**config.mk**
```make
export PLATFORM = sky130hd
export DESIGN_NAME = win_lose_detector
export DESIGN_NICKNAME = d
export VERILOG_FILES = /design/src/rtl/win_lose_detector.sv
export SDC_FILE = /design/constraint.sdc
export NUM_CORES = 1
export LEC_CHECK = 0
export ABC_AREA = 1
export BUFFER_PORTS_ARGS = -buffer_cell sky130_fd_sc_hd__buf_2
export CORE_MARGIN = 2
export CORE_UTILIZATION = 40
export CTS_CLUSTER_SIZE = 16
export DETAILED_ROUTE_END_ITERATION = 16
export GPL_TIMING_DRIVEN = 0
export PLACE_DENSITY = 0.6
export SLEW_MARGIN = 40
export SYNTH_ARGS = -nofsm -noshare
export SYNTH_HDL_FRONTEND = slang
export SYNTH_SLANG_ARGS = --single-unit
```
**constraint.sdc**
```tcl
create_clock -name clk -period 3 [get_ports clk]
set_clock_uncertainty 0.1 [all_clocks]
set_input_delay 0.15 -clock clk [delete_from_list [all_inputs] [get_ports clk]]
set_output_delay 0.15 -clock clk [all_outputs]
set_load 0.01 [all_outputs]
```
**src/rtl/win_lose_detector.sv**
```systemverilog
// ---------------------------------------------------------------------------
// win_lose_detector
//
// Watches the game counter value and qualifies arrival at the win terminal
// value (and, optionally, the lose terminal value). When the target has been
// seen on HOLD_CYCLES consecutive valid samples, it emits a one-cycle
// registered winner (or loser) pulse. After a pulse the detector locks out
// until the count leaves the scored value. gameover (from flag_counter.flag)
// freezes detection and disarms the detector. The detector re-arms only after
// the count is seen away from every target. This keeps the counter's reset
// value from producing a spurious result.
//
// Optional feature macro: LOSER_DETECT_EN
//   defined     : LOSE_VALUE comparison, LOSE_QUAL state and loser pulse exist
//   not defined : loser tied to 0; IDLE arms on any sample != WIN_VALUE
//
// Parameters
//   WIDTH        width of the game counter value
//   WIN_VALUE    count value that scores a win
//   LOSE_VALUE   count value that scores a loss (LOSER_DETECT_EN only)
//   HOLD_CYCLES  consecutive valid target samples required, legal 1..15
//
// Ports
//   clk          system clock, rising edge
//   rst          asynchronous, active-low reset
//   count        game counter value
//   count_valid  count is sampled only on edges where this is 1
//   gameover     1 = return to IDLE and stay there (synchronous)
//   winner       one-cycle win pulse (to flag_counter.trigger)
//   loser        one-cycle lose pulse
//   armed        1 while in ARMED, WIN_QUAL or LOSE_QUAL
// ---------------------------------------------------------------------------
`timescale 1ns/1ps

module win_lose_detector #(
    parameter int unsigned      WIDTH       = 4,
    parameter logic [WIDTH-1:0] WIN_VALUE   = {WIDTH{1'b1}},
    parameter logic [WIDTH-1:0] LOSE_VALUE  = '0,
    parameter int unsigned      HOLD_CYCLES = 2
) (
    input  logic             clk,
    input  logic             rst,
    input  logic [WIDTH-1:0] count,
    input  logic             count_valid,
    input  logic             gameover,
    output logic             winner,
    output logic             loser,
    output logic             armed
);

    localparam logic [3:0] HOLD = 4'(HOLD_CYCLES);

    typedef enum logic [2:0] {
        S_IDLE,
        S_ARMED,
        S_WIN_QUAL,
        S_LOSE_QUAL,
        S_LOCKOUT
    } state_e;

    typedef enum logic [1:0] {
        HIT_NONE,
        HIT_WIN,
        HIT_LOSE
    } hit_e;

    state_e           state_q, state_d;
    logic [3:0]       qual_q, qual_d;
    logic [WIDTH-1:0] lock_q, lock_d;      // target value that was just scored
    logic             winner_q, winner_d;
    logic             armed_q, armed_d;

    logic             hit_win;
    logic             hit_lose_raw;        // equals LOSE_VALUE, ignoring win priority
    logic             hit_lose;
    hit_e             hit;
    logic             evaluate;
    logic [3:0]       prior;
    logic [3:0]       run_len;

`ifdef LOSER_DETECT_EN
    logic             loser_q, loser_d;
`else
    logic             unused_lose;
    assign unused_lose = ^LOSE_VALUE;
`endif

    // NOTE: every signal driven here gets a default first, so no path can
    // leave one unassigned and infer a latch.
    always_comb begin
        state_d  = state_q;
        qual_d   = qual_q;
        lock_d   = lock_q;
        winner_d = 1'b0;                   // pulses clear on every edge
`ifdef LOSER_DETECT_EN
        loser_d  = 1'b0;
`endif
        evaluate = 1'b0;
        prior    = '0;
        run_len  = '0;

        hit_win = (count == WIN_VALUE);
`ifdef LOSER_DETECT_EN
        hit_lose_raw = (count == LOSE_VALUE);
`else
        hit_lose_raw = 1'b0;
`endif
        // Win takes priority when both targets share a value.
        hit_lose = hit_lose_raw && !hit_win;
        hit      = hit_win ? HIT_WIN : (hit_lose ? HIT_LOSE : HIT_NONE);

        if (gameover) begin
            state_d = S_IDLE;
            qual_d  = '0;
        end else if (count_valid) begin
            case (state_q)
                S_IDLE: begin
                    if (!hit_win && !hit_lose_raw) begin
                        state_d = S_ARMED;
                    end
                end
                S_ARMED: begin
                    evaluate = 1'b1;
                end
                S_WIN_QUAL: begin
                    evaluate = 1'b1;
                    if (hit == HIT_WIN) begin
                        prior = qual_q;
                    end
                end
`ifdef LOSER_DETECT_EN
                S_LOSE_QUAL: begin
                    evaluate = 1'b1;
                    if (hit == HIT_LOSE) begin
                        prior = qual_q;
                    end
                end
`endif
                S_LOCKOUT: begin
                    // Hold while the scored target persists; the first
                    // differing sample is judged exactly as ARMED would.
                    evaluate = (count != lock_q);
                end
                default: begin
                    state_d = S_IDLE;
                    qual_d  = '0;
                end
            endcase

            // Common evaluation: extend the current run or start a new one.
            // prior < HOLD <= 15, so the increment cannot wrap.
            if (evaluate) begin
                run_len = prior + 4'd1;
                if (hit == HIT_NONE) begin
                    state_d = S_ARMED;
                    qual_d  = '0;
                end else if (run_len >= HOLD) begin
                    state_d = S_LOCKOUT;
                    qual_d  = HOLD;        // saturate
                    lock_d  = count;
`ifdef LOSER_DETECT_EN
                    if (hit == HIT_WIN) begin
                        winner_d = 1'b1;
                    end else begin
                        loser_d  = 1'b1;
                    end
`else
                    winner_d = 1'b1;
`endif
                end else begin
`ifdef LOSER_DETECT_EN
                    state_d = (hit == HIT_WIN) ? S_WIN_QUAL : S_LOSE_QUAL;
`else
                    state_d = S_WIN_QUAL;
`endif
                    qual_d  = run_len;
                end
            end
        end

        armed_d = (state_d == S_ARMED) || (state_d == S_WIN_QUAL) ||
                  (state_d == S_LOSE_QUAL);
    end

    // NOTE: sequential state uses non-blocking assignments so every register
    // samples the pre-edge values, independent of statement order.
    always_ff @(posedge clk or negedge rst) begin
        if (!rst) begin
            state_q  <= S_IDLE;
            qual_q   <= '0;
            lock_q   <= '0;
            winner_q <= 1'b0;
            armed_q  <= 1'b0;
        end else begin
            state_q  <= state_d;
            qual_q   <= qual_d;
            lock_q   <= lock_d;
            winner_q <= winner_d;
            armed_q  <= armed_d;
        end
    end

`ifdef LOSER_DETECT_EN
    always_ff @(posedge clk or negedge rst) begin
        if (!rst) begin
            loser_q <= 1'b0;
        end else begin
            loser_q <= loser_d;
        end
    end

    assign loser = loser_q;
`else
    assign loser = 1'b0;
`endif

    assign winner = winner_q;
    assign armed  = armed_q;

endmodule

```
* Word level (Yosys, flattened, before mapping) *
Index checks and enable logic that the tools add are counted.

word-level totals
  register bits after elaboration = 13
  input bits = 8
  output and inout bits = 3
  word-level logic and storage cells = 55

operators by class
  $add $sub $neg = 1
  order comparisons = 1
  equality and inequality tests = 10
  mux-type cells = 26
  bitwise logic cells = 2
  reduce and logical (&&, ||, !) cells = 10

operators with widths
  operator             count
  $mux 4               10
  $mux 3               6
  $eq 3x2->1 const B   3
  $mux 1               8
  $eq 3x1->1 const B   2
  $pmux 3 s2           1
  $reduce_and 5->1     1
  $add 4x1->4 const B  1
  $eq 4x4->1 const B   1
  $ge 4x2->1 const B   1
  $ne 4x4->1           1
  $reduce_or 4->1      1
  $eq 3x3->1 const B   1
  $logic_not 3->1      1
  $ne 3x1->1 const B   1
  $reduce_or 3->1      1
  $logic_not 2->1      1
  $logic_or 1x1->1     2
  $not 1->1            2
  $pmux 1 s2           1
  $reduce_and 2->1     1
  $reduce_bool 2->1    1
  $reduce_or 2->1      1
  $eq 1x1->1 const B   1

* Longest topological paths before layout *
Gate-level depths: netlist of the first run.

  depth after elaboration = 17
  mapped depth = 12
  gate-level depth less buffers = 12

* Worst setup path after synthesis of the first run *
Ideal clock, no wire load.

  kind = register -> register
  from = register state_q[1]
  to = register armed_q, in the netlist armed
  data arrival time = 1.122 ns
  required time = 2.785 ns
  setup slack = 1.663 ns
  cell stages (with the launch flop) = 11
  buffers on the path = 0
  clock period less this slack = 1.337 ns
  cells stage by stage = dfrtp_1 inv_1 nand2_1 nor2_1 nand2_2 nand2_2 nand2_1 nand3_1 nand2_2 nor2_2 nor2_2

between the ends
  elaborated cells on any way between the ends = 26

RTL lines
  item                                      line  RTL
  from (decl)                               67    state_e state_q, state_d;
  from (signal assigned)                    195   state_q <= state_d;
  $eq 3x2->1 or $eq 3x1->1 (tied branches)  116   case (state_q)
  $reduce_or 2->1 (no source line)          n/a
  $pmux 1 s2                                116
  $mux 1                                    115   end else if (count_valid) begin
  $mux 1                                    112   if (gameover) begin
  $mux 3 (*)                                152   if (evaluate) begin
  $mux 3 (*)                                115
  $mux 3 (*)                                112
  named net state_d[0]                      67
  $eq 3x1->1 or $eq 3x2->1 (tied branches)  181   armed_d = (state_d == S_ARMED) || (state_d == S_WIN_QUAL) ||
  $logic_or 1x1->1                          181
  $logic_or 1x1->1 (*)                      181
  named net armed_d                         71    logic armed_q, armed_d;
  to (signal assigned)                      199   armed_q <= armed_d;
  to (decl)                                 71

The timed path passes the listed nets; every way through them passes the cells marked *. The select of a mux whose other input is x is not followed.
A chain may end at the register's enable or synchronous reset.

* Worst setup path after layout of the first run *
Ends and elaborated chain as after synthesis.

==> summary.txt, run 1 <==
number of clock sinks - 13
pin count of the biggest net entering global routing - 14
share of the synthesized area in the top cell type - 44.8%
power per cell area - 390 nW/um^2
final net count - 121
path type of the worst min-delay path - input port to flop
aggregate global routing overflow - 0
clock transition time at the flip-flop clock pins of the worst setup and hold paths - 0.08 ns
overall die width - 46.6 um
#FFs+latches synth - 13
initial core utilization - 42.5%
DRT antenna net count - 0
drt pass-1 iters - 4
instance area at placement - 802 sq um
final routed wirelength across all metal layers - 1270 um
Root Buffer Master - clkbuf_4
area added between synthesis and finish - 15.5%
LEAKAGE - 0.000459 uW
commonest non-fill, non-tap cell in the layout - nand2_1
TritonCTS clock tree - done
final core utilization - 49.1%
vias post-DR - 599
total clock buffers created by CTS - 3
warnings from Yosys - 0
Std-Cell Core Area - 1710 sq um
RSZ-0062 raised after global routing - false
crit path launch type - flop
count of pins over their slew limit - 0
mean routed wirelength per cell - 9.28 um
post-synthesis average cell area - 7.41 sq um
Synth Instances - 98
WHS - 0.128 ns
initial antenna violation count - 0
required arrival time at the worst endpoint - 3.08 ns
worst slack after detailed placement - 1.54 ns
vias in the first global route - 536
violation count after the first detailed-route iteration - 8
setup TNS - 0 ns
number of hold violations in the final report - 0
syn_nets - 106
clock period minus final worst setup slack - 1.46 ns
area of the die - 2170 sq um
clock network latency to the later pin of the worst-skew pair - 0.28 ns
IO Port Bufs - 9
detailed placement HPWL - 1010 um
type of the worst setup path - flop to flop
Max Root-Sink Buffers - 2
count of cell types in the netlist - 18
capturing element type of the critical path - flop
count of max-cap constraint violations - 0
overall die height - 46.6 um
DRC errors left - 0
data arrival time of the worst path - 1.54 ns
fraction of layout instances using a drive strength above 1 - 25.0%
io pins - 11
fmax - 0.686 GHz
CTS HTree Levels - 1
number of vias per cell - 4.37
leading area contributor after synthesis - dfrtp_1
top library cells by usage in the layout, fill and taps aside - nand2_1, inv_1, dfrtp_1
final worst path period share - 48.6%
result of the run - complete, no violations
fin area - 838 sq um
RD Place Congestion - 0.806
largest driver fanout on the critical path - 4
final setup violating endpoints - 0
post-synthesis instance area - 726 sq um
sequential element share of the synthesized area - 44.8%
GR Util All Layers - 14.5%
post-CTS resize count - 0
IR drop worst, VDD - 0.000247 V
diode insertion count for antenna repair - 0
top area cells in the synthesized netlist - dfrtp_1, nand2_1, inv_1, nand3_1, nor2_1
fin worst setup slack - 1.54 ns
site row count - 15
global-route wire length before repair - 2150 um
[cell usage after synthesis]
master and number:
inv_2 2, nand4_2 1, nand4_1 2, o21ai_0 1
nand2_2 4, nor2_4 1, conb_1 1, nor2_1 8
buf_4 1, nor2_2 4, nand2_1 32, o21a_1 1
o22ai_2 1, nand3_1 7, nand3_2 2, dfrtp_1 13
nor3_1 1, inv_1 16
[flip-flops by register name, summed over array words and instances (netlist names)]
signal	flops
armed	1
qual_q	4
winner	1
lock_q	4
state_q	3
[layer usage]
metal	wire, um	vias up	GRT usage [%]
li1	-	324	-
met1	584	261	17.7
met2	613	10	22.8
met3	43	4	4.71
met4	30	0	6.86
met5	0	-	0
[worst max-delay path, stage by stage, from the launching register on]
cell,delay (ns)
dfrtp_1,0.42
inv_1,0.09
nand2_1,0.09
nor2_1,0.16
nand2_2,0.08
nand2_2,0.10
nand2_1,0.06
nand3_1,0.07
nand2_2,0.06
nor2_2,0.09
nor2_2,0.04
[power by group]
part | internal [uW] | leakage [uW] | switching, uW | total, uW
clock network | 51.6 | 0.0000150 | 57.5 | 109
registers | 177 | 0.000158 | 1.42 | 179
logic | 14.2 | 0.000286 | 24.7 | 38.9
total | 243 | 0.000459 | 83.6 | 327
[kinds of logic after synthesis]
logic type | share of synthesized area (%)
flip-flops | 44.8
AO/OA/AOI/OAI | 3.45
other | 0.517
buffers and inverters | 10.3
AND/OR/NAND/NOR | 40.9
[through the flow]
step / power [uW] / std cells
final: 327 / 137
after global routing: 344 / 137
after CTS: 332 / 137
after detailed placement: 221 / 132
after global placement: 220 / 132
after floorplan: 206 / 98
[worst paths after layout]
check | startpoint | end | slack [ns] | depth (start not counted)
max | state_q[1] | armed | 1.54 | 10
min in group asynchronous | rst | qual_q[0] | 0.19 | 2
max in group asynchronous | rst | qual_q[1] | 2.38 | 2
min | count_valid | state_q[0] | 0.13 | 4
max reg2reg | state_q[1] | armed | 1.54 | 10
min reg2reg | lock_q[3] | lock_q[3] | 0.38 | 2
[what timing repair did]
action,CTS,global route
hold buffers,1,0
buffers inserted,0,0
endpoints found under the hold margin,13,0
setup endpoints to repair,0,0
[cell type report]
cell class | instances | area (sq um)
tap | 25 | 31.3
clock buffer | 4 | 26.3
fill | 168 | 870
multi-input combinational | 66 | 325
timing repair buffer | 10 | 55.1
inverter | 18 | 67.6
sequential | 13 | 325
buffer | 1 | 7.51
Note: power is estimated with default switching activity, not from simulation.
==> inputs of run 2 (changes only) <==
==> constraint.sdc (replaced) <==
create_clock -name clk -period 1.45 [get_ports clk]
set_clock_uncertainty 0.1 [all_clocks]
set_input_delay 0.0725 -clock clk [delete_from_list [all_inputs] [get_ports clk]]
set_output_delay 0.0725 -clock clk [all_outputs]
set_load 0.01 [all_outputs]
==> run 2 against run 1 <==
Setup slack worse by 1.5 ns. Non-clock buffer count is 3 higher. Maximum frequency is 3.0% higher. Design area is 8.1% higher. Via count is 2.5% higher. Sequential share of layout area is 2.9 points lower. Register-to-register slack worse by 1.5 ns. Sequential power is 110% higher. Global-route usage is 0.40 points higher. Critical path type unchanged. Flip-flop and latch count stayed put. Count of clock-buffer cells in the layout stayed put. Total power is 110% higher.
==> summary.txt, run 2 (synthesized netlist as in run 1, its figures left out) <==
family of cells with the greatest summed delay on the critical path - simple AND/OR/NAND/NOR gates (unchanged)
pin count of the biggest net entering global routing - 14 (unchanged)
detailed placement HPWL - 1010 um (unchanged)
drt pass-1 iters - 2 (was 4)
Root Buffer Master - clkbuf_4 (unchanged)
fraction of layout instances using a drive strength above 1 - 36.5% (was 25.0%)
area of the die - 2170 sq um (unchanged)
initial core utilization - 42.5% (unchanged)
aggregate global routing overflow - 0 (unchanged)
type of the worst setup path - flop to flop (unchanged)
CP dominant cell by count - nand2_2 (unchanged)
fmax - 0.707 GHz (was 0.686 GHz)
maximum single-stage delay on the critical path - 0.43 ns (was 0.42 ns)
site row count - 15 (unchanged)
clock network latency to the later pin of the worst-skew pair - 0.27 ns (was 0.28 ns)
number of placed instances, taps included - 132 (unchanged)
RSZ-0062 raised after global routing - true (was false)
area added between synthesis and finish - 24.8% (was 15.5%)
overall die width - 46.6 um (unchanged)
mean routed wirelength per cell - 10.0 um (was 9.28 um)
diode insertion count for antenna repair - 0 (unchanged)
capturing element type of the critical path - flop (unchanged)
leading registers by flop count - lock_q (4), qual_q (4), state_q (3) (unchanged)
clock transition time at the flip-flop clock pins of the worst setup and hold paths - 0.08 ns (about the same)
final setup violating endpoints - 0 (unchanged)
IO Port Bufs - 9 (unchanged)
total power of the final layout - 689 uW (was 327 uW)
DRC errors left - 0 (unchanged)
count of pins over their slew limit - 0 (unchanged)
final net count - 124 (was 121)
overall die height - 46.6 um (unchanged)
total clock buffers created by CTS - 3 (unchanged)
power per cell area - 761 nW/um^2 (was 390 nW/um^2)
global-route wire length before repair - 2190 um (was 2150 um)
TritonCTS clock tree - done (unchanged)
Std-Cell Core Area - 1710 sq um (unchanged)
GR Util All Layers - 14.9% (was 14.5%)
initial antenna violation count - 0 (unchanged)
final routed wirelength across all metal layers - 1400 um (was 1270 um)
CP max-delay cell - dfrtp_1 (unchanged)
count of max-cap constraint violations - 0 (unchanged)
clock period minus final worst setup slack - 1.42 ns (was 1.46 ns)
LEAKAGE - 0.000477 uW (was 0.000459 uW)
Max Root-Sink Buffers - 2 (unchanged)
result of the run - complete, no violations (unchanged)
commonest non-fill, non-tap cell in the layout - nand2_1 (unchanged)
WHS - 0.0652 ns (was 0.128 ns)
crit path launch type - flop (unchanged)
largest driver fanout on the critical path - 4 (unchanged)
vias in the first global route - 544 (was 536)
IR drop worst, VDD - 0.000516 V (was 0.000247 V)
CTS HTree Levels - 1 (unchanged)
final core utilization - 53.0% (was 49.1%)
series of cell instances along the critical path - inv_2 > nand2_4 > nor2_4 > nand2_2 > nand2_4 > nand2_2 > nand3_2 > nand2_2 > nor2_2 > nor2_2 (was inv_1 > nand2_1 > nor2_1 > nand2_2 > nand2_2 > nand2_1 > nand3_1 > nand2_2 > nor2_2 > nor2_2)
required arrival time at the worst endpoint - 1.53 ns (was 3.08 ns)
RD Place Congestion - 0.806 (unchanged)
DRT antenna net count - 0 (unchanged)
top library cells by usage in the layout, fill and taps aside - nand2_1, dfrtp_1, inv_1 (was nand2_1, inv_1, dfrtp_1)
violation count after the first detailed-route iteration - 1 (was 8)
path type of the worst min-delay path - input port to flop (unchanged)
number of hold violations in the final report - 0 (unchanged)
number of clock sinks - 13 (unchanged)
vias post-DR - 614 (was 599)
number of vias per cell - 4.39 (was 4.37)
final worst path period share - 97.6% (was 48.6%)
data arrival time of the worst path - 1.49 ns (was 1.54 ns)
worst path bufs/invs - 1 (unchanged)
Cell Count, Final, Fillers Out - 140 (was 137)
io pins - 11 (unchanged)
run 2: cell count changes in the layout (fill, tap and decap cells not counted), moves of 2 or more:
cell     before  now
nand2_4       0    2
inv_2         2    6
nor2_1        8    6
buf_4         1    4
inv_1        16   12
nand2_1      32   29
run 2: what timing repair did:
item,4_1_cts,5_1_grt
resized for setup,1,14
hold buffers,1,0
pin swaps,0,12
buffers inserted,0,3
hold endpoints to repair,13,0
setup endpoints to repair,1,7
run 2: final timing paths:
| check | startpoint | to | slack [ns] | cells past startpoint |
|---|---|---|---|---|
| max | state_q[1] | armed | 0.03 | 10 |
| min | count_valid | qual_q[2] | 0.07 | 4 |
| max reg2reg | state_q[1] | armed | 0.03 | 10 |
| min reg2reg | lock_q[3] | lock_q[3] | 0.38 | 2 |
| max in group asynchronous | rst | state_q[1] | 0.91 | 2 |
| min in group asynchronous | rst | qual_q[0] | 0.12 | 2 |
run 2: worst register-to-register path, stage by stage (launching register included):
cell and delay (ns):
dfrtp_1 0.43, inv_2 0.10, nand2_4 0.07, nor2_4 0.12, nand2_2 0.08, nand2_4 0.11
nand2_2 0.06, nand3_2 0.07, nand2_2 0.06, nor2_2 0.09, nor2_2 0.04
run 2: through the flow:
stage	setup slack (ns)	TNS, ns	instance area (sq um)
2_1_floorplan	0.113	0	726
3_3_place_gp	0.0119	0	802
3_5_place_dp	-0.00811	-0.00811	802
4_1_cts	0.0125	0	841
5_1_grt	-0.0579	-0.208	906
6_report	0.0347	0	906
run 2: power by group:
| part | leakage, uW | switching [uW] | internal [uW] |
|---|---|---|---|
| clock | 0.0000150 | 118 | 107 |
| sequential | 0.000158 | 2.95 | 367 |
| combinational | 0.000304 | 60.2 | 34.9 |
run 2: per-layer routing:
| metal | vias to the layer above | routed length, um | global-route usage, % |
|---|---|---|---|
| met5 | - | 0 | 0 |
| met1 | 278 | 617 | 17.7 |
| met4 | 0 | 15 | 6.86 |
| li1 | 327 | - | - |
| met3 | 2 | 42 | 4.71 |
| met2 | 7 | 724 | 24.2 |
run 2: area by class of cell:
type	count	area (sq um)
plain buffers	1	7.51
clock buffers	4	26.3
fillers	165	802
inverters	18	67.6
multi-input cells	66	370
flip-flops and latches	13	325
well taps	25	31.3
repair buffers	13	77.6
